File: config.mk
export PLATFORM = sky130hd
export DESIGN_NAME = spi_reg_periph
export DESIGN_NICKNAME = d
export VERILOG_FILES = /design/src/rtl/spi_reg_periph.sv
export SDC_FILE = /design/constraint.sdc
export NUM_CORES = 1
export LEC_CHECK = 0
export ABC_AREA = 1
export BUFFER_PORTS_ARGS = -buffer_cell sky130_fd_sc_hd__buf_4
export CAP_MARGIN = 5
export CELL_PAD_IN_SITES_DETAIL_PLACEMENT = 1
export CELL_PAD_IN_SITES_GLOBAL_PLACEMENT = 2
export CORE_ASPECT_RATIO = 1.4
export CORE_MARGIN = 5
export CORE_UTILIZATION = 33
export CTS_CLUSTER_SIZE = 24
export DETAILED_ROUTE_END_ITERATION = 7
export GPL_ROUTABILITY_DRIVEN = 0
export MAX_ROUTING_LAYER = met4
export PLACE_DENSITY_LB_ADDON = 0.25
export SYNTH_ARGS = -nofsm -noshare
export SYNTH_HDL_FRONTEND = slang
export SYNTH_SLANG_ARGS = --single-unit
File: constraint.sdc
create_clock -name clk -period 4.6 [get_ports clk]
set_input_delay 0.92 -clock clk [delete_from_list [all_inputs] [get_ports clk]]
set_output_delay 0.92 -clock clk [all_outputs]
set_load 0.03 [all_outputs]
File: src/rtl/spi_reg_periph.sv
// SPI mode-0 peripheral exposing a small writable register file, oversampled in the clk domain.
// Optional read path: define SPI_REG_PERIPH_READBACK_EN to enable register readback on cipo.
module spi_reg_periph #(
    parameter int unsigned NUM_REGS = 5,
    parameter int unsigned DATA_W   = 8
) (
    input  logic                         clk,
    input  logic                         rst_n,
    input  logic                         sclk,
    input  logic                         ncs,
    input  logic                         copi,
    output logic                         cipo,
    output logic                         cipo_oe,
    output logic [NUM_REGS*DATA_W-1:0]   regs,
    output logic                         wr_strobe,
    output logic                         frame_err
);

    localparam int unsigned FRAME_L = 8 + DATA_W;
    localparam int unsigned CNT_W   = $clog2(FRAME_L + 2);
    localparam int unsigned REGS_W  = NUM_REGS * DATA_W;

    typedef enum logic [1:0] {
        S_IDLE = 2'd0,
        S_HDR  = 2'd1,
        S_DATA = 2'd2,
        S_WAIT = 2'd3
    } state_e;

    logic [1:0] sclk_sync_q, ncs_sync_q, copi_sync_q;
    logic       sclk_hist_q, ncs_hist_q;
    logic       sclk_s, ncs_s, copi_s;
    logic       sclk_rise, ncs_rise, ncs_fall, bit_smp, addr_ok;

    state_e              state_q, state_d;
    logic [CNT_W-1:0]    cnt_q, cnt_d;
    logic [7:0]          hdr_q, hdr_d;
    logic [DATA_W-1:0]   rx_q, rx_d;
    logic [REGS_W-1:0]   regs_q, regs_d;
    logic                wr_strobe_q, wr_strobe_d;
    logic                frame_err_q, frame_err_d;

    // Input synchronisers; idle values chosen so reset release with ncs high shows no edge
    always_ff @(posedge clk) begin
        if (!rst_n) begin
            sclk_sync_q <= 2'b00;
            ncs_sync_q  <= 2'b11;
            copi_sync_q <= 2'b00;
            sclk_hist_q <= 1'b0;
            ncs_hist_q  <= 1'b1;
        end else begin
            sclk_sync_q <= {sclk_sync_q[0], sclk};
            ncs_sync_q  <= {ncs_sync_q[0], ncs};
            copi_sync_q <= {copi_sync_q[0], copi};
            sclk_hist_q <= sclk_sync_q[1];
            ncs_hist_q  <= ncs_sync_q[1];
        end
    end

    assign sclk_s    = sclk_sync_q[1];
    assign ncs_s     = ncs_sync_q[1];
    assign copi_s    = copi_sync_q[1];
    assign sclk_rise = sclk_s && !sclk_hist_q;
    assign ncs_rise  = ncs_s && !ncs_hist_q;
    assign ncs_fall  = !ncs_s && ncs_hist_q;
    assign bit_smp   = sclk_rise && !ncs_s;
    assign addr_ok   = 32'(hdr_q[6:0]) < NUM_REGS;

    always_ff @(posedge clk) begin
        if (!rst_n) begin
            state_q     <= S_IDLE;
            cnt_q       <= '0;
            hdr_q       <= '0;
            rx_q        <= '0;
            regs_q      <= '0;
            wr_strobe_q <= 1'b0;
            frame_err_q <= 1'b0;
        end else begin
            state_q     <= state_d;
            cnt_q       <= cnt_d;
            hdr_q       <= hdr_d;
            rx_q        <= rx_d;
            regs_q      <= regs_d;
            wr_strobe_q <= wr_strobe_d;
            frame_err_q <= frame_err_d;
        end
    end

    // Frame FSM: ncs edges dominate; otherwise each sampled bit advances the frame
    always_comb begin
        state_d     = state_q;
        cnt_d       = cnt_q;
        hdr_d       = hdr_q;
        rx_d        = rx_q;
        regs_d      = regs_q;
        wr_strobe_d = 1'b0;
        frame_err_d = 1'b0;

        if (ncs_rise) begin
            state_d = S_IDLE;
            if (state_q != S_IDLE) begin
                if (cnt_q != CNT_W'(FRAME_L)) begin
                    frame_err_d = 1'b1;
                end else if (hdr_q[7] && addr_ok) begin
                    wr_strobe_d = 1'b1;
                    for (int unsigned k = 0; k < NUM_REGS; k++) begin
                        if (hdr_q[6:0] == 7'(k)) begin
                            regs_d[k*DATA_W +: DATA_W] = rx_q;
                        end
                    end
                end
            end
        end else if (ncs_fall) begin
            state_d = S_HDR;
            cnt_d   = '0;
        end else if (bit_smp) begin
            case (state_q)
                S_HDR: begin
                    hdr_d = {hdr_q[6:0], copi_s};
                    cnt_d = cnt_q + CNT_W'(1);
                    if (cnt_d == CNT_W'(8)) begin
                        state_d = S_DATA;
                    end
                end
                S_DATA: begin
                    rx_d  = {rx_q[DATA_W-2:0], copi_s};
                    cnt_d = cnt_q + CNT_W'(1);
                    if (cnt_d == CNT_W'(FRAME_L)) begin
                        state_d = S_WAIT;
                    end
                end
                S_WAIT: begin
                    if (cnt_q != CNT_W'(FRAME_L + 1)) begin
                        cnt_d = cnt_q + CNT_W'(1);
                    end
                end
                default: ;
            endcase
        end
    end

    assign regs      = regs_q;
    assign wr_strobe = wr_strobe_q;
    assign frame_err = frame_err_q;

`ifdef SPI_REG_PERIPH_READBACK_EN
    logic              sclk_fall, rd_active_d, cipo_q, cipo_oe_q;
    logic [DATA_W-1:0] sh_q, sh_d, rd_word;

    assign sclk_fall = !sclk_s && sclk_hist_q;

    // Load at header end; shift only on falls that follow a sampled data bit so the MSB is held
    always_comb begin
        rd_word = '0;
        for (int unsigned k = 0; k < NUM_REGS; k++) begin
            if (hdr_d[6:0] == 7'(k)) begin
                rd_word = regs_q[k*DATA_W +: DATA_W];
            end
        end
        sh_d = sh_q;
        if (state_q == S_HDR && state_d == S_DATA && !hdr_d[7]) begin
            sh_d = rd_word;
        end else if (state_q == S_DATA && sclk_fall && cnt_q > CNT_W'(8)) begin
            sh_d = {sh_q[DATA_W-2:0], 1'b0};
        end
        rd_active_d = (state_d == S_DATA) && !hdr_d[7];
    end

    always_ff @(posedge clk) begin
        if (!rst_n) begin
            sh_q      <= '0;
            cipo_q    <= 1'b0;
            cipo_oe_q <= 1'b0;
        end else begin
            sh_q      <= sh_d;
            cipo_oe_q <= rd_active_d;
            cipo_q    <= rd_active_d & sh_d[DATA_W-1];
        end
    end

    assign cipo    = cipo_q;
    assign cipo_oe = cipo_oe_q;
`else
    assign cipo    = 1'b0;
    assign cipo_oe = 1'b0;
`endif

endmodule

Word-level counts from Yosys, hierarchy flattened

Index checks and enable logic that the tools add are counted.

Add/subtract/negate cells: 1
$lt $le $gt $ge: 1
Equal/unequal tests: 16
Muxes and demuxes: 11
Bitwise operators: 5
Reduce and logical (&&, ||, !) cells: 29

Operators with widths:

| cell                                                       | count |
|---|---|
| AND reduction 5 bit                                        | 5 |
| AND reduction 4 bit                                        | 5 |
| 2-to-1 mux 5 bit                                           | 3 |
| equality test 7 x 2 -> 1 bit, second input constant        | 2 |
| != test 5 bit, second input constant                       | 2 |
| case mux 5 bit (2 select lines)                            | 1 |
| != test 3 bit, second input constant                       | 3 |
| equality test 7 x 1 -> 1 bit, second input constant        | 1 |
| equality test 7 x 3 -> 1 bit, second input constant        | 1 |
| logical NOT 7 bit                                          | 1 |
| less-than comparator 7 x 3 -> 1 bit, second input constant | 1 |
| nonzero test 2 bit                                         | 3 |
| nonzero test 3 bit                                         | 2 |
| adder 5 x 1 -> 5 bit, second input constant                | 1 |
| equality test 5 x 4 -> 1 bit, second input constant        | 1 |
| equality test 5 bit, second input constant                 | 1 |
| logical AND 1 bit                                          | 5 |
| inverter 1 bit                                             | 5 |
| equality test 2 bit, second input constant                 | 2 |
| 2-to-1 mux 1 bit                                           | 4 |
| 2-to-1 mux 2 bit                                           | 2 |
| != test 2 bit, second input constant                       | 2 |
| case mux 2 bit (2 select lines)                            | 1 |
| OR reduction 2 bit                                         | 2 |
| 5 further kinds                                            | 7 |

Bits in registers: 73
Input port bits: 5
Output and inout port bits: 44
Word-level logic and storage cells: 80

Longest topological paths before layout

Depth after elaboration: 6
Mapped depth: 11
Depth with buffers taken out: 10

Least setup slack after synthesis

No wires, ideal clock.

Path type: register -> register
Start point: register state_q[0]
End point: register regs_q[0] (netlist: regs[0])
Setup time: 0.116 ns
Arrival time: 1.614 ns
Required time: 4.484 ns
Setup slack: 2.870 ns
Stages on the path, launching flop included: 10
Path buffers: 1
Period minus slack after synthesis: 1.730 ns
Cells stage by stage: dfxtp_1 -> inv_1 -> ha_1 -> nor2_1 -> nand3_1 -> nor4_4 -> nand2_1 -> buf_2 -> o21ai_0 -> nor2_1

Word-level cells in the longest chain between the ends: 2

RTL lines:

| item                          | line | source |
|---|---|---|
| start: declaration            | 35   | `state_e state_q, state_d;` |
| start signal: assignment      | 79   | `state_q <= state_d;` |
| nonzero test 2 bit            | 101  | `if (state_q != S_IDLE) begin` |
| AND reduction 5 bit (no line) | -    |  |
| end signal: assignment        | 83   | `regs_q <= regs_d;` |
| end: declaration              | 39   | `logic [REGS_W-1:0] regs_q, regs_d;` |

Every way passes these cells.
A chain may end at the register's enable or synchronous reset.

Worst setup path in the final report

Start point: register ncs_sync_q[1]
End point: register rx_q[3]

Word-level cells in the longest chain between the ends: 4
Elaborated cells between the ends (all ways): 7
Those cells by class: bitwise (2); reduce/logical (5)

RTL lines:

| item                            | line   | source |
|---|---|---|
| start: declaration              | 30     | `logic [1:0] sclk_sync_q, ncs_sync_q, copi_sync_q;` |
| start signal: assignment        | 53     | `ncs_sync_q <= {ncs_sync_q[0], ncs};` |
| logical NOT 1 bit               | 65, 66 |  |
| logical AND 1 bit               | 65     | `assign ncs_fall = !ncs_s && ncs_hist_q;` |
| inverter 1 bit (no line)        | -      |  |
| AND reduction 4 bit (no line) * | -      |  |
| end signal: assignment          | 82     | `rx_q <= rx_d;` |
| end: declaration                | 38     | `logic [DATA_W-1:0] rx_q, rx_d;` |

Every way passes the cells marked *; elsewhere a longest branch is shown, timed or not.

==> impl_metrics.env <==
export IMPL_outcome="completed"
export IMPL_routed_wire_length_per_instance_um=13.82
export IMPL_fraction_of_the_yosys_area_taken_by_sequential_cells=0.4628
export IMPL_clk_path_buf_depth=2
export IMPL_finalWirelength_um=8432
export IMPL_max_freq_ghz=0.4704
export IMPL_fin_nets=511
export IMPL_final_cell_mix="inv_1 (104), nand2_1 (84), dfxtp_1 (73)"
export IMPL_drt_pass1_iter_count=4
export IMPL_setup_violations_final=0
export IMPL_synthesis_area_mm2=0.003158
export IMPL_num_vias=2813
export IMPL_post_cts_resized=0
export IMPL_h_tree_depth=3
export IMPL_timing_setup_tns_ps=0
export IMPL_drcViolationCount=0
export IMPL_timing_rr_start="ncs_sync_q[1]"
export IMPL_violation_count_after_the_first_detailed_routing_iteration=103
export IMPL_reg2regPathDepth=8
export IMPL_share_of_the_clock_period_used_by_the_worst_path_after_layout=0.4622
export IMPL_power_ir_vdd_worst_mv=0.1810
export IMPL_master_cell_of_the_clock_root_buffer="clkbuf_16"
export IMPL_syn_mean_instance_area_um2=6.941
export IMPL_avgViaCountPerCell=4.611
export IMPL_cellPowerDensity_mw_per_mm2=355.0
export IMPL_relative_max_transition_margin=0.4696
export IMPL_worst_hold_path_type="register to register"
export IMPL_clkTransAtPathRegs_ps=50
export IMPL_area_growth_syn_to_layout_pct=22.03
export IMPL_synth_seq_cells=73
export IMPL_timing_hold_violations_final=0
export IMPL_clock_sinks=73
export IMPL_critical_path_required_time_ps=4820
export IMPL_layout_cells_non_filler=610
export IMPL_postCtsHoldBufs=0
export IMPL_timing_max_cap_violations=0
export IMPL_worst_pin_slew_ps=789.5
export IMPL_crit_path_max_fanout=9
export IMPL_first_global_vias=2886
export IMPL_synth_largest_area_cell="dfxtp_1"
export IMPL_worstHoldEndpoint="ncs_sync_q[1]"
export IMPL_static_power_due_to_leakage_nw=1.905
export IMPL_floorplan_die_height_um=125.8
export IMPL_path_class="register to register"
export IMPL_grt_setup_unrepaired="no"
export IMPL_grt_usage=0.1588
export IMPL_critical_path_startpoint_type="register"
export IMPL_dpl_worst_slack_ps=2382
export IMPL_placed_area_mm2=0.003557
export IMPL_core_rowCount=42
export IMPL_worst_endpoint_arrival_ps=2350
export IMPL_total_power_mw=1.368
export IMPL_crit_reg2reg_capture="rx_q[3]"
export IMPL_final_layout_size_suffix_gt1_frac=0.1260
export IMPL_tritoncts="done"
export IMPL_remaining_global_route_overflow=0
export IMPL_drv_slew=0
export IMPL_yosys_area_top_type_share=0.4628
export IMPL_layout_commonest_cell="inv_1"
export IMPL_cts_setup_buffers=0
export IMPL_ys_top_cells_by_area="dfxtp_1 (46%), inv_1 (12%), nand2_1 (10%), nor2_1 (8.4%), o21ai_0 (7.8%)"
export IMPL_critical_path_startpoint="ncs_sync_q[1]"
export IMPL_synthCells=455
export IMPL_hold_ws_ps=431.4
export IMPL_endpoint_kind="register"
export IMPL_finalClockSkew_ps=5.661
export IMPL_grt_first_pass_wirelength_um=14130
export IMPL_synth_warning_count=0
export IMPL_synth_cell_types=21
export IMPL_postLayoutCellArea_mm2=0.003854
export IMPL_design_die_area_mm2=0.01165
export IMPL_io_buffers=46
export IMPL_post_route_min_period_ps=2126
export IMPL_fp_coreArea_mm2=0.009407
export IMPL_cts_made_buffers=9
export IMPL_ff2ff_setup_slack_ps=2470
export IMPL_placed_cells=595
export IMPL_pin_count=49
export IMPL_insertion_delay_ps=330
export IMPL_antenna_cells=0
export IMPL_initial_antenna_violation_count=0
export IMPL_die_width_um=92.68
export IMPL_hpwlAfterDp_um=5883
export IMPL_detail_route_antenna_nets=0
export IMPL_pin_count_of_the_biggest_net_entering_global_routing=68
export IMPL_finalWorstSetupSlack_ps=2474
export IMPL_starting_density_of_the_core=0.3357
export IMPL_final_core_util=0.4097
export IMPL_min_delay_path_depth=1
export IMPL_hold_path_startpoint="ncs_sync_q[0]"
-- cell usage after synthesis --
master and number:
a21oi_1 17, clkbuf_1 6, buf_4 2, or2_2 2
nor2_1 71, buf_1 1, ha_1 10, nand3_1 14
xor2_1 1, nand2_1 84, o211ai_1 1, buf_6 1
inv_1 104, nor4_1 1, conb_1 1, o21ai_0 49
buf_2 7, nor4_4 1, nor3_1 4, nand4_1 5
dfxtp_1 73
-- worst max path at each step --
stage,endpoint,slack [ps],cells after the start
2_1_floorplan,regs[0],2870,9
3_3_place_gp,ncs_sync_q[1],2360,3
3_5_place_dp,ncs_sync_q[1],2380,3
4_1_cts,regs[17],2380,8
5_1_grt,regs[17],2070,8
6_report,rx_q[3],2470,8
-- sequential cells by signal, summed over array words and instances (netlist names) --
name         count
copi_sync_q      2
sclk_hist_q      1
frame_err        1
regs            40
wr_strobe        1
state_q          2
ncs_hist_q       1
cnt_q            5
ncs_sync_q       2
rx_q             8
sclk_sync_q      2
hdr_q            8
-- logic make-up (layout without fill, tap and decap cells) --
kind of cell | count (synthesis) | count (layout) | synth area share
compound gates | 67 | 67 | 0.1070
xor+xnor | 1 | 1 | 0.002774
fa+ha+maj | 10 | 10 | 0.03962
buf+inv | 121 | 165 | 0.1513
flops | 73 | 73 | 0.4628
other cells | 1 | 2 | 0.001187
simple gates | 182 | 182 | 0.2353
-- where the power goes --
group / total (mW) / internal (mW) / switching (mW)
Combinational: 0.0312 / 0.00944 / 0.0217
Clock: 0.699 / 0.445 / 0.255
Sequential: 0.638 / 0.636 / 0.00171
Total: 1.37 / 1.09 / 0.278
-- critical path, stage by stage (launching register included) --
cell and delay [ps]:
dfxtp_1 360, inv_1 70, ha_1 190, inv_1 100, nand2_1 80, nor3_1 650, inv_1 320, nor2_1 180
nor2_1 60
-- routing by layer --
metal / part of all wire / global-route usage
met3: 0.015 / 0.03103
met1: 0.42 / 0.1736
met4: 0.021 / 0.06040
met5: 0 / -
met2: 0.55 / 0.2821
-- cell type report --
type	instances	area [um2]
multi-input combinational	262	1222
clock inverter	3	40.04
tap	110	137.6
fill	1181	5553
timing repair buffer	46	345.3
inverter	104	390.4
sequential	73	1461
clock buffer	12	256.5
(Power assumes the default switching activity.)
